===== config.mk =====
export PLATFORM = sky130hd
export DESIGN_NAME = vga_fill_master
export DESIGN_NICKNAME = d
export VERILOG_FILES = /design/src/rtl/vga_fill_master.sv
export SDC_FILE = /design/constraint.sdc
export NUM_CORES = 1
export LEC_CHECK = 0
export BUFFER_PORTS_ARGS = -buffer_cell sky130_fd_sc_hd__clkbuf_2
export CAP_MARGIN = 30
export CELL_PAD_IN_SITES_DETAIL_PLACEMENT = 0
export CELL_PAD_IN_SITES_GLOBAL_PLACEMENT = 1
export CORE_UTILIZATION = 41
export DETAILED_ROUTE_END_ITERATION = 16
export PLACE_DENSITY_LB_ADDON = 0.1
export SLEW_MARGIN = 30
export SYNTH_ARGS = -nofsm -noshare
export SYNTH_HDL_FRONTEND = slang
export SYNTH_SLANG_ARGS = --single-unit

===== constraint.sdc =====
create_clock -name clock -period 5.07 [get_ports clock]
set_input_delay 1.014 -clock clock [delete_from_list [all_inputs] [get_ports clock]]
set_output_delay 1.014 -clock clock [all_outputs]
set_load 0.005 [all_outputs]

===== src/rtl/vga_fill_master.sv =====
// APB initiator that fills a clipped rectangle of the 640x480 frame buffer with one colour.
// Define VGA_FILL_TIMEOUT_EN to abandon a fill when a transfer stalls for TIMEOUT cycles.
module vga_fill_master (
  input  logic        clock,
  input  logic        reset,
  input  logic        cmd_valid,
  output logic        cmd_ready,
  input  logic [9:0]  cmd_x0,
  input  logic [9:0]  cmd_y0,
  input  logic [9:0]  cmd_w,
  input  logic [9:0]  cmd_h,
  input  logic [23:0] cmd_color,
  output logic        done,
  output logic        err,
  output logic [31:0] out_paddr,
  output logic        out_psel,
  output logic        out_penable,
  output logic        out_pwrite,
  output logic [2:0]  out_pprot,
  output logic [31:0] out_pwdata,
  output logic [3:0]  out_pstrb,
  input  logic        out_pready,
  input  logic        out_pslverr,
  input  logic [31:0] out_prdata
);

  localparam logic [31:0] FB_BASE    = 32'h2100_0000;
  localparam logic [9:0]  H_RES      = 10'd640;
  localparam logic [9:0]  V_RES      = 10'd480;
  localparam logic [31:0] ROW_STRIDE = 32'd2560;
`ifdef VGA_FILL_TIMEOUT_EN
  localparam logic [7:0]  TIMEOUT    = 8'd255;
`endif

  typedef enum logic [1:0] {IDLE, SETUP, ACCESS, DONE} state_t;

  state_t      state;
  logic [9:0]  col;
  logic [9:0]  row;
  logic [9:0]  w_last;
  logic [9:0]  h_last;
  logic [31:0] row_base;
`ifdef VGA_FILL_TIMEOUT_EN
  logic [7:0]  stall_cnt;
`endif

  logic [9:0]  x_room;
  logic [9:0]  y_room;
  logic [9:0]  w_eff;
  logic [9:0]  h_eff;
  logic        empty;
  logic [31:0] pix_index;
  logic [31:0] start_addr;
  logic        last_pixel;
  logic        unused_prdata;

  assign out_pprot     = 3'b000;
  assign out_pstrb     = 4'hF;
  assign unused_prdata = ^out_prdata;

  // Clipped size and start address of the offered command; room values are
  // meaningless for off-screen corners, but those commands are empty anyway.
  always_comb begin
    x_room     = H_RES - cmd_x0;
    y_room     = V_RES - cmd_y0;
    w_eff      = (cmd_w < x_room) ? cmd_w : x_room;
    h_eff      = (cmd_h < y_room) ? cmd_h : y_room;
    empty      = (cmd_x0 >= H_RES) || (cmd_y0 >= V_RES) || (cmd_w == 10'd0) || (cmd_h == 10'd0);
    pix_index  = ({22'd0, cmd_y0} << 9) + ({22'd0, cmd_y0} << 7) + {22'd0, cmd_x0};
    start_addr = FB_BASE + (pix_index << 2);
    last_pixel = (col == w_last) && (row == h_last);
  end

  always_ff @(posedge clock or posedge reset) begin
    if (reset) begin
      state       <= IDLE;
      cmd_ready   <= 1'b1;
      done        <= 1'b0;
      err         <= 1'b0;
      out_paddr   <= 32'd0;
      out_pwdata  <= 32'd0;
      out_psel    <= 1'b0;
      out_penable <= 1'b0;
      out_pwrite  <= 1'b0;
      col         <= 10'd0;
      row         <= 10'd0;
      w_last      <= 10'd0;
      h_last      <= 10'd0;
      row_base    <= 32'd0;
`ifdef VGA_FILL_TIMEOUT_EN
      stall_cnt   <= 8'd0;
`endif
    end else begin
      done <= 1'b0;
      case (state)
        IDLE: begin
          if (cmd_valid) begin
            cmd_ready  <= 1'b0;
            err        <= 1'b0;
            col        <= 10'd0;
            row        <= 10'd0;
            w_last     <= w_eff - 10'd1;
            h_last     <= h_eff - 10'd1;
            row_base   <= start_addr;
            out_paddr  <= start_addr;
            out_pwdata <= {8'h00, cmd_color};
            if (empty) begin
              state <= DONE;
              done  <= 1'b1;
            end else begin
              state      <= SETUP;
              out_psel   <= 1'b1;
              out_pwrite <= 1'b1;
            end
          end
        end
        SETUP: begin
          state       <= ACCESS;
          out_penable <= 1'b1;
`ifdef VGA_FILL_TIMEOUT_EN
          stall_cnt   <= 8'd0;
`endif
        end
        ACCESS: begin
          if (out_pready) begin
            if (out_pslverr) err <= 1'b1;
            out_penable <= 1'b0;
            if (last_pixel) begin
              state      <= DONE;
              done       <= 1'b1;
              out_psel   <= 1'b0;
              out_pwrite <= 1'b0;
            end else begin
              state <= SETUP;
              // Row wrap restarts the address from the next row's base.
              if (col == w_last) begin
                col       <= 10'd0;
                row       <= row + 10'd1;
                row_base  <= row_base + ROW_STRIDE;
                out_paddr <= row_base + ROW_STRIDE;
              end else begin
                col       <= col + 10'd1;
                out_paddr <= out_paddr + 32'd4;
              end
            end
          end
`ifdef VGA_FILL_TIMEOUT_EN
          else if (stall_cnt == TIMEOUT - 8'd1) begin
            state       <= DONE;
            done        <= 1'b1;
            err         <= 1'b1;
            out_psel    <= 1'b0;
            out_penable <= 1'b0;
            out_pwrite  <= 1'b0;
          end else begin
            stall_cnt <= stall_cnt + 8'd1;
          end
`endif
        end
        DONE: begin
          state     <= IDLE;
          cmd_ready <= 1'b1;
        end
        default: state <= IDLE;
      endcase
    end
  end

endmodule

After elaboration in Yosys (flattened, before gate mapping). Cells that the tools add are included.

Add/subtract/negate cells: 11. Order comparisons: 4. Equal/unequal tests: 12. Muxes and demuxes: 42. Reduce and logical (&&, ||, !) cells: 18.

Operator list (number): 32-bit two-way mux (7); 32-bit case mux with 2 select lines (2); 10-bit two-way mux (9); 10-bit case mux with 2 select lines (2); 32-bit by 12-bit adder with 32-bit output (second input constant) (1); 32-bit by 3-bit adder with 32-bit output (second input constant) (1); 30-bit by 23-bit adder with 31-bit output (first input constant) (1); 20-bit by 10-bit adder with 21-bit output (1); 10-bit by 1-bit adder with 10-bit output (second input constant) (2); 19-bit by 17-bit adder with 20-bit output (1); 10-bit == test (2); 10-bit zero test (2); 10-bit < comparator (2); 10-bit by 1-bit subtractor with 10-bit output (second input constant) (2); 2-bit != test (second input constant) (7); 1-bit two-way mux (12); 10-bit >= comparator (second input constant) (1); 10-bit by 9-bit >= comparator with 1-bit output (second input constant) (1); 1-bit case mux with 2 select lines (5); 5-bit AND reduction (2); 10-bit subtractor (first input constant) (1); 9-bit by 10-bit subtractor with 10-bit output (first input constant) (1); 2-bit two-way mux (4); 2-bit case mux with 4 select lines (1); 8 further kinds (17).

Bits in registers: 135. Logic and storage cells: 100.

Longest topological paths before layout. Gate-level depths: netlist (run 1).

Depth after elaboration: 7. Mapped depth: 20. Mapped depth without buffers: 18.

Worst setup path before layout (run 1). Ideal clock, no wire load.

Path kind: in2reg. Start: input cmd_x0[3]. End: register w_last[8]. Setup time: 134 ps. Data arrival time: 4477 ps. Required time: 4936 ps. Path slack: 460 ps. Stages on the path: 18. Path buffers: 2. Cell sequence: clkbuf_1 nor3_1 nand3b_1 o21ai_0 xor2_1 ha_1 o2111a_1 o21ai_0 o211ai_1 clkbuf_1 mux2i_1 ha_1 nand3_1 nor3_1 xnor2_1 nor2_1 a21oi_1 o21ai_0.

Cells in the longest elaborated chain, start to end: 4.

Ends and longest elaborated chain: start: declaration (RTL line 8) `input logic [9:0] cmd_x0,`; 10-bit subtractor (*) (RTL line 64) `x_room = H_RES - cmd_x0;`; 10-bit < comparator (RTL line 66) `w_eff = (cmd_w < x_room) ? cmd_w : x_room;`; 10-bit two-way mux (*) (RTL line 66); 10-bit by 1-bit subtractor with 10-bit output (*) (RTL line 102) `w_last <= w_eff - 10'd1;`; end signal: assignment (RTL line 102); end: declaration (RTL line 40) `logic [9:0] w_last;`.

Mark *: on every way between the ends. The rest lies on a longest branch, timed or not. A chain may end at the register's enable or synchronous reset.

Final worst setup path (run 1).
Start: input cmd_y0[1]. End: register h_last[8].

Cells in the longest elaborated chain, start to end: 4.

Ends and longest elaborated chain: start: declaration (RTL line 9) `input logic [9:0] cmd_y0,`; 9-bit by 10-bit subtractor with 10-bit output (*) (RTL line 65) `y_room = V_RES - cmd_y0;`; 10-bit < comparator (RTL line 67) `h_eff = (cmd_h < y_room) ? cmd_h : y_room;`; 10-bit two-way mux (*) (RTL line 67); 10-bit by 1-bit subtractor with 10-bit output (*) (RTL line 103) `h_last <= h_eff - 10'd1;`; end signal: assignment (RTL line 103); end: declaration (RTL line 41) `logic [9:0] h_last;`.

Marks and branches as above.

==> results by group, run 1 <==
Clocking
  • CTS tree: done
  • Num CTS Buffers: 17
  • CTS sink cnt: 132
  • Skew-Pair Late Insertion Delay: 0.42 ns
  • Cts hold-fix bufs: 0
  • Number of post-CTS setup repair buffers: 0
  • Max Root-Sink Buffers: 2
  • Root Buffer: clkbuf_16
  • Clk pin slew, worst setup/hold paths: 0.06 ns
  • H-tree levels: 4
  • CTS resizes: 0

Timing
  • Worst Skew: 0.0119 ns
  • Relative slew slack: 35.1%
  • FMAX: 0.231 GHz
  • Pin slew with the least headroom to its limit: 0.966 ns
  • Final setup vio count: 0
  • TNS Setup: 0 ns
  • Tmin final: 4.32 ns
  • Period utilization: 85.3%
  • Max Slew Vio Count: 0
  • RSZ-0062 raised after global routing: false
  • Final Hold Fails: 0

Setup path
  • Arr. time, crit path: 4.63 ns
  • CP Launch Type: input port
  • Nature of the critical path endpoint: flip-flop
  • Setup Crit Path Kind: in -> reg
  • CP Max Fanout: 5
  • Worst r2r path cells: 9
  • Critical Path RT: 5.37 ns

Finish
  • Final Core Density: 49.4%
  • Fillers: 2,106
  • Reg area: 3300 sq um
  • Multi-input gate area: 5310 sq um
  • Synth-to-layout area growth: 16.8%
  • Post-Layout Cell Count: 1,506
  • Inserted Diodes: 0
  • Final #Nets: 1,366
  • Layout cells sized above 1: 16.0%

Power and ir drop
  • Clock power share: 24.6%
  • Power Density: 486 nW/um^2
  • Internal power: 0.00302 W
  • Sequential power share: 35.4%
  • VDD IR max: 0.289 mV
  • Net Sw Frac: 40.8%
  • Leakage: 4.91 nW
  • Total power: 0.00509 W
  • Combinational share of power: 40.0%
  • Sw Pwr: 0.00208 W

Placement
  • Gpl congestion: 0.842
  • Placed Cells incl. Taps: 1,476
  • Post-DP HPWL: 17,900 microns
  • IO Port Bufs: 130

Global routing
  • Overall routing resource usage: 23.3%
  • Global route overflow: 0
  • Antenna violations before repair: 0
  • Number of global-route vias before repair: 7,596
  • First-pass GRT wire length: 40,600 microns
  • Largest net degree at the start of global routing: 98

Yosys
  • Synth warn: 0
  • Synth area leaders: dfrtp_1 37%, nand2_1 9.3%, ha_1 6.0%
  • Compound-Gate Fraction of Synth Area: 17.2%
  • Simple-gate portion of the synthesized area: 22.1%
  • Asr flop ratio synth: 100%
  • Primary FF master, synth: dfrtp_1
  • Post-synth EDFFs: 0
  • Post-synth top area share: 36.5%
  • Synth Register Bits: 132
  • Leading area contributor after synthesis: dfrtp_1
  • Mean area per synthesized cell: 8.13 sq um
  • Mux cell area share after synthesis: 2.27%
  • Synth unique cells: 63
  • Main combinational cell family by area after synthesis: simple AND/OR/NAND/NOR gates
  • Seq/Total Area, Yosys: 36.8%
  • Cell count after synthesis: 1,103
  • Synth Area in XOR/XNOR: 10.1%
  • Cell Area, Synth: 8970 sq um
  • Post-synthesis adder-cell area fraction: 6.57%

Floorplanning
  • Die extent in y: 150 microns
  • Die area: 22,500 sq um
  • Cell Rows: 53
  • Core area: 21,200 sq um
  • Die Wd: 150 microns
  • I/O Pins: 178
  • Initial Utilization: 42.3%

Route
  • # DRC: 0
  • Wire per inst: 16.7 microns
  • Via Count: 8,059
  • TritonRoute pass-1 iters: 7
  • DR iter-0 viols: 463
  • Drt total wl: 25,100 microns
  • Drt via density: 5.35
  • Number of nets still failing antenna checks after routing: 0

Hold path
  • Worst Hold Class: reg -> reg
  • Hold Crit Depth: 2

Flow run
  • Max-cap viol count: 0

Run status
  • Status: finished, final reports clean
[state kept, by name, summed over array words and instances (netlist names), 2 cells and up]
register	count
col	10
h_last	10
out_paddr	31
out_pwdata	24
row	10
row_base	30
state	2
w_last	10
[power groups by stage]
stage,Sequential [W],Clock (W),Combinational [W]
floorplan,0.00173,0,0.00139
global placement,0.00181,0,0.00203
detailed placement,0.00182,0,0.00206
CTS,0.00181,0.00127,0.00207
global route,0.00186,0.00133,0.00232
finish,0.00180,0.00125,0.00204
[final timing paths]
check / startpoint / end / slack (ns)
setup / recovery: cmd_y0[1] / h_last[8]$_DFFE_PP0P_ / 0.75
hold / removal: out_pwdata[15]$_DFFE_PP0P_ / out_pwdata[15]$_DFFE_PP0P_ / 0.48
setup reg to reg: col[9]$_DFFE_PP0P_ / row_base[28]$_DFFE_PP0P_ / 1.96
hold reg to reg: out_pwdata[15]$_DFFE_PP0P_ / out_pwdata[15]$_DFFE_PP0P_ / 0.48
max in group asynchronous: reset / out_paddr[8]$_DFFE_PP0P_ / 3.37
min in group asynchronous: reset / out_paddr[16]$_DFFE_PP0P_ / 0.70
[logic make-up (layout without fill, tap and decap cells)]
logic type / after synthesis / count (layout)
AO/OA/AOI/OAI: 256 / 256
XOR/XNOR: 103 / 103
adder cells (fa/ha/maj): 46 / 46
buffers and inverters: 98 / 213
flip-flops: 132 / 132
multiplexers: 20 / 20
other: 2 / 15
AND/OR/NAND/NOR: 446 / 446
[placed cells by master (no fill, tap or decap), types with 8 or more instances in the layout]
cell type  count
o21a_1         8
xor2_1        50
a31oi_1       13
o21ai_0      104
nand3_1       35
inv_1         31
dfrtp_1      131
clkbuf_2     130
buf_4         20
and3_1        15
ha_1          43
nand2b_1       9
nand2_1      222
nor2_1        76
a21oi_1       68
nor3_1        29
clkbuf_16     17
conb_1        15
xnor2_1       53
mux2i_1       17
nand4_1       19
[layout make-up]
| class | instances | area share [%] |
|---|---|---|
| clock inverter | 10 | 1.27 |
| sequential | 132 | 31.5 |
| tap | 275 | 3.28 |
| multi-input combinational | 886 | 50.6 |
| clock buffer | 20 | 4.36 |
| inverter | 32 | 1.22 |
| timing repair buffer | 151 | 7.75 |
[stage by stage]
step	hold WS, ns	worst slack (ns)	instance area [sq um]
floorplan	0.446	0.460	9020
global placement	0.459	0.335	9880
detailed placement	0.462	0.298	9890
CTS	0.480	0.733	10500
global route	0.504	0.457	10500
finish	0.475	0.746	10500
[Yosys cell counts (4+ instances only)]
library cell  number
a211oi_1           5
a21o_1             6
a21oi_1           68
a31oi_1           13
and2_1             7
and3_1            15
and4_1             4
buf_1              7
buf_4             17
clkbuf_1          38
dfrtp_1          131
ha_1              43
inv_1             32
mux2i_1           17
nand2_1          222
nand2b_1           9
nand3_1           35
nand3b_1           5
nand4_1           19
nor2_1            78
nor3_1            29
nor4_1             8
o211ai_1           4
o21a_1             8
o21ai_0          104
o22a_1             4
o311ai_0           4
o31ai_1            8
or3_1              4
xnor2_1           53
xor2_1            50
[layer usage]
layer / share of wire [%] / track usage, % / wire length [microns]
met5: 0 / 0 / 0
met4: 2.1 / 7.53 / 539
met2: 46 / 36.7 / 11500
met3: 3.6 / 3.87 / 909
met1: 48 / 32.3 / 12100
[worst max-delay path, cell delays in order]
cell and delay, ns:
clkbuf_2 0.14, inv_1 0.06, ha_1 0.22, xnor2_1 0.33
inv_1 0.09, ha_1 0.27, o21a_1 0.16, o21ai_0 0.15
o31ai_1 0.10, maj3_2 0.32, a211oi_2 0.39, nor2_1 0.08
a21oi_1 0.22, ha_1 0.26, and2_1 0.14, mux2i_1 0.08
o311a_1 0.35, a221o_1 0.25
Power figures use the tool's default switching activity.
==> inputs of run 2 (changes only) <==
--- a/config.mk
+++ b/config.mk
@@ -12,6 +12,7 @@
 export CORE_UTILIZATION = 41
 export DETAILED_ROUTE_END_ITERATION = 16
 export PLACE_DENSITY_LB_ADDON = 0.1
+export RECOVER_POWER = 100
 export SLEW_MARGIN = 30
 export SYNTH_ARGS = -nofsm -noshare
 export SYNTH_HDL_FRONTEND = slang
==> results by group, run 2 (synthesis gave the netlist of run 1 again) <==
Global routing
  • Met1 Resource Use GR: 32.3% (unchanged)
  • GRT busiest layer: met2
  • Global route overflow: 0 (unchanged)
  • First-pass GRT wire length: 40,600 microns (unchanged)
  • Antenna violations before repair: 0 (unchanged)
  • Overall routing resource usage: 23.3% (unchanged)
  • Met3 Usage GRT: 3.87% (unchanged)
  • Largest net degree at the start of global routing: 98 (unchanged)
  • Number of global-route vias before repair: 7,596 (unchanged)
  • Grt met2 use: 36.7% (unchanged)

Setup path
  • Critical Path RT: 5.37 ns (about the same)
  • Buf+Inv Stages, Crit Path: 3 (unchanged)
  • CP Max Fanout: 5 (unchanged)
  • Cell family with the largest share of critical-path delay: compound AO/OA/AOI/OAI gates
  • Setup Crit Path Kind: in -> reg
  • Crit-path most repeated cell: ha_1
  • Cell chain of the critical path: clkbuf_2 > inv_1 > ha_1 > xnor2_1 > inv_1 > ha_1 > o21a_1 > o21ai_0 > o31ai_1 > maj3_2 > a211oi_1 > nor2_1 > a21oi_1 > ha_1 > and2_1 > mux2i_1 > o311a_1 > a221o_1
  • Slowest stage delay, CP: 0.59 ns (+0.20 ns)
  • Slowest cell on the critical path: a211oi_1
  • Arr. time, crit path: 4.84 ns (+0.21 ns)
  • CP Launch Type: input port
  • FF-to-FF setup slack: 0.79 ns (-1.17 ns)
  • Nature of the critical path endpoint: flip-flop

Finish
  • Post-Layout Cell Count: 1,506 (unchanged)
  • Commonest cells after routing, fill and taps aside: 222 x nand2_1, 131 x dfrtp_1, 104 x o21ai_0
  • Inserted Diodes: 0 (unchanged)
  • Fillers: 2,147 (+1.9%)
  • Synth-to-layout area growth: 15.3%
  • Largest register FFs: 31 (unchanged)
  • Layout cells sized above 1: 10.4% (-5.6 points)
  • Final #Nets: 1,366 (unchanged)
  • Most flop-heavy register: out_paddr
  • Most common cell after layout, fill and taps aside: nand2_1
  • Top Registers: out_paddr x31, row_base x30, out_pwdata x24

Timing
  • Tmin final: 4.54 ns (+0.214 ns)
  • Relative slew slack: -90.4% (-130 points)
  • Hold_ws: 0.476 ns (+0.0000890 ns)
  • Final setup margin: 0.532 ns (-0.214 ns)
  • Worst Skew: 0.00974 ns (-0.00216 ns)
  • Final Hold Fails: 0 (unchanged)
  • FMAX: 0.220 GHz (-4.7%)
  • Pin slew with the least headroom to its limit: 2.86 ns (+1.89 ns)
  • RSZ-0062 raised after global routing: false
  • Final setup vio count: 0 (unchanged)
  • Period utilization: 89.5% (+4.2 points)
  • Max Slew Vio Count: 190 (+190)
  • TNS Setup: 0 ns (unchanged)

Floorplanning
  • Die area: 22,500 sq um (unchanged)
  • Cell Rows: 53 (unchanged)
  • Die Wd: 150 microns (unchanged)
  • Initial Utilization: 42.3% (unchanged)
  • Die extent in y: 150 microns (unchanged)
  • Core area: 21,200 sq um (unchanged)
  • I/O Pins: 178 (unchanged)

Clocking
  • CTS tree: done
  • Max Root-Sink Buffers: 2 (unchanged)
  • CTS sink cnt: 132 (unchanged)
  • Cts hold-fix bufs: 0 (unchanged)
  • Num CTS Buffers: 17 (unchanged)
  • Clk pin slew, worst setup/hold paths: 0.06 ns (about the same)
  • CTS resizes: 0 (unchanged)
  • H-tree levels: 4 (unchanged)
  • Number of post-CTS setup repair buffers: 0 (unchanged)
  • Skew-Pair Late Insertion Delay: 0.42 ns (about the same)
  • Root Buffer: clkbuf_16

Run status
  • Status: finished, violations left
  • Failing checks: capacitance limit, slew limit

Power and ir drop
  • Total power: 0.00503 W (-1.3%)
  • Leakage: 4.70 nW (-4.3%)
  • VDD IR max: 0.294 mV (+1.5%)
  • Power Density: 486 nW/um^2 (about the same)

Route
  • DR iter-0 viols: 460 (-0.65%)
  • TritonRoute pass-1 iters: 4 (-3)
  • Number of nets still failing antenna checks after routing: 0 (unchanged)
  • Drt via density: 5.35 (about the same)
  • Via Count: 8,053 (-0.074%)
  • Wire per inst: 16.7 microns (+0.35%)
  • Drt total wl: 25,200 microns (+0.35%)
  • # DRC: 0 (unchanged)

Placement
  • IO Port Bufs: 130 (unchanged)
  • Gpl congestion: 0.842 (unchanged)
  • DP Worst Slack: 0.298 ns (unchanged)
  • Placed Cells incl. Taps: 1,476 (unchanged)
  • Post-DP HPWL: 17,900 microns (unchanged)

Hold path
  • Worst Hold Class: reg -> reg

Flow run
  • Max-cap viol count: 5 (+5)
==> run 2: changes by cell type in the layout (fill, tap and decap cells not counted), sizes merged <==
| cell | change |
|---|---|
| clkbuf | +8 |
| buf | -8 |
==> run 2: path summary, 6_finish.rpt <==
kind                                           startpoint                    endpoint  depth (start not counted)
worst min register to register  out_pwdata[7]$_DFFE_PP0P_   out_pwdata[7]$_DFFE_PP0P_                          2
worst max-delay path                            cmd_y0[1]       h_last[8]$_DFFE_PP0P_                         18
min in group asynchronous                           reset   out_paddr[16]$_DFFE_PP0P_                          2
worst min-delay path            out_pwdata[7]$_DFFE_PP0P_   out_pwdata[7]$_DFFE_PP0P_                          2
max in group asynchronous                           reset  out_pwdata[15]$_DFFE_PP0P_                          3
worst max register to register         col[9]$_DFFE_PP0P_    row_base[19]$_DFFE_PP0P_                          9
==> run 2: through the flow <==
step,util (%),area (sq um)
final,48.7,10300
after detailed placement,46.6,9890
after global routing,48.7,10300
after CTS,49.4,10500
after global placement,46.6,9880
after floorplan,-,9020
==> run 2: final cells by class <==
type / instances / area, sq um / share of cell area (%)
clock buffers: 20 / 457 / 4.42
inverters: 32 / 128 / 1.23
well taps: 275 / 344 / 3.33
flip-flops and latches: 132 / 3300 / 32.0
multi-input cells: 886 / 5280 / 51.0
repair buffers: 151 / 702 / 6.79
clock inverters: 10 / 133 / 1.28
==> run 2: worst register-to-register path: cells and delay by family (launching register included) <==
family / cells / cell delay [ns]
AO/OA/AOI/OAI: 3 / 1.71
AND/OR/NAND/NOR: 3 / 1.08
buffers and inverters: 2 / 0.78
flip-flops: 1 / 0.39
XOR/XNOR: 1 / 0.17
==> run 2: per-layer routing <==
layer  vias to the layer above  part of all wire [%]
li1                       4055                     -
met1                      3782                    48
met2                       183                    46
met3                        33                   3.9
met4                         0                   2.3
met5                         -                     0
==> run 2: power breakdown <==
group          internal [W]  total (W)  switching (W)
Clock              0.000789    0.00125       0.000465
Combinational      0.000741    0.00198        0.00124
Sequential          0.00143    0.00180       0.000366
Total               0.00296    0.00503        0.00207
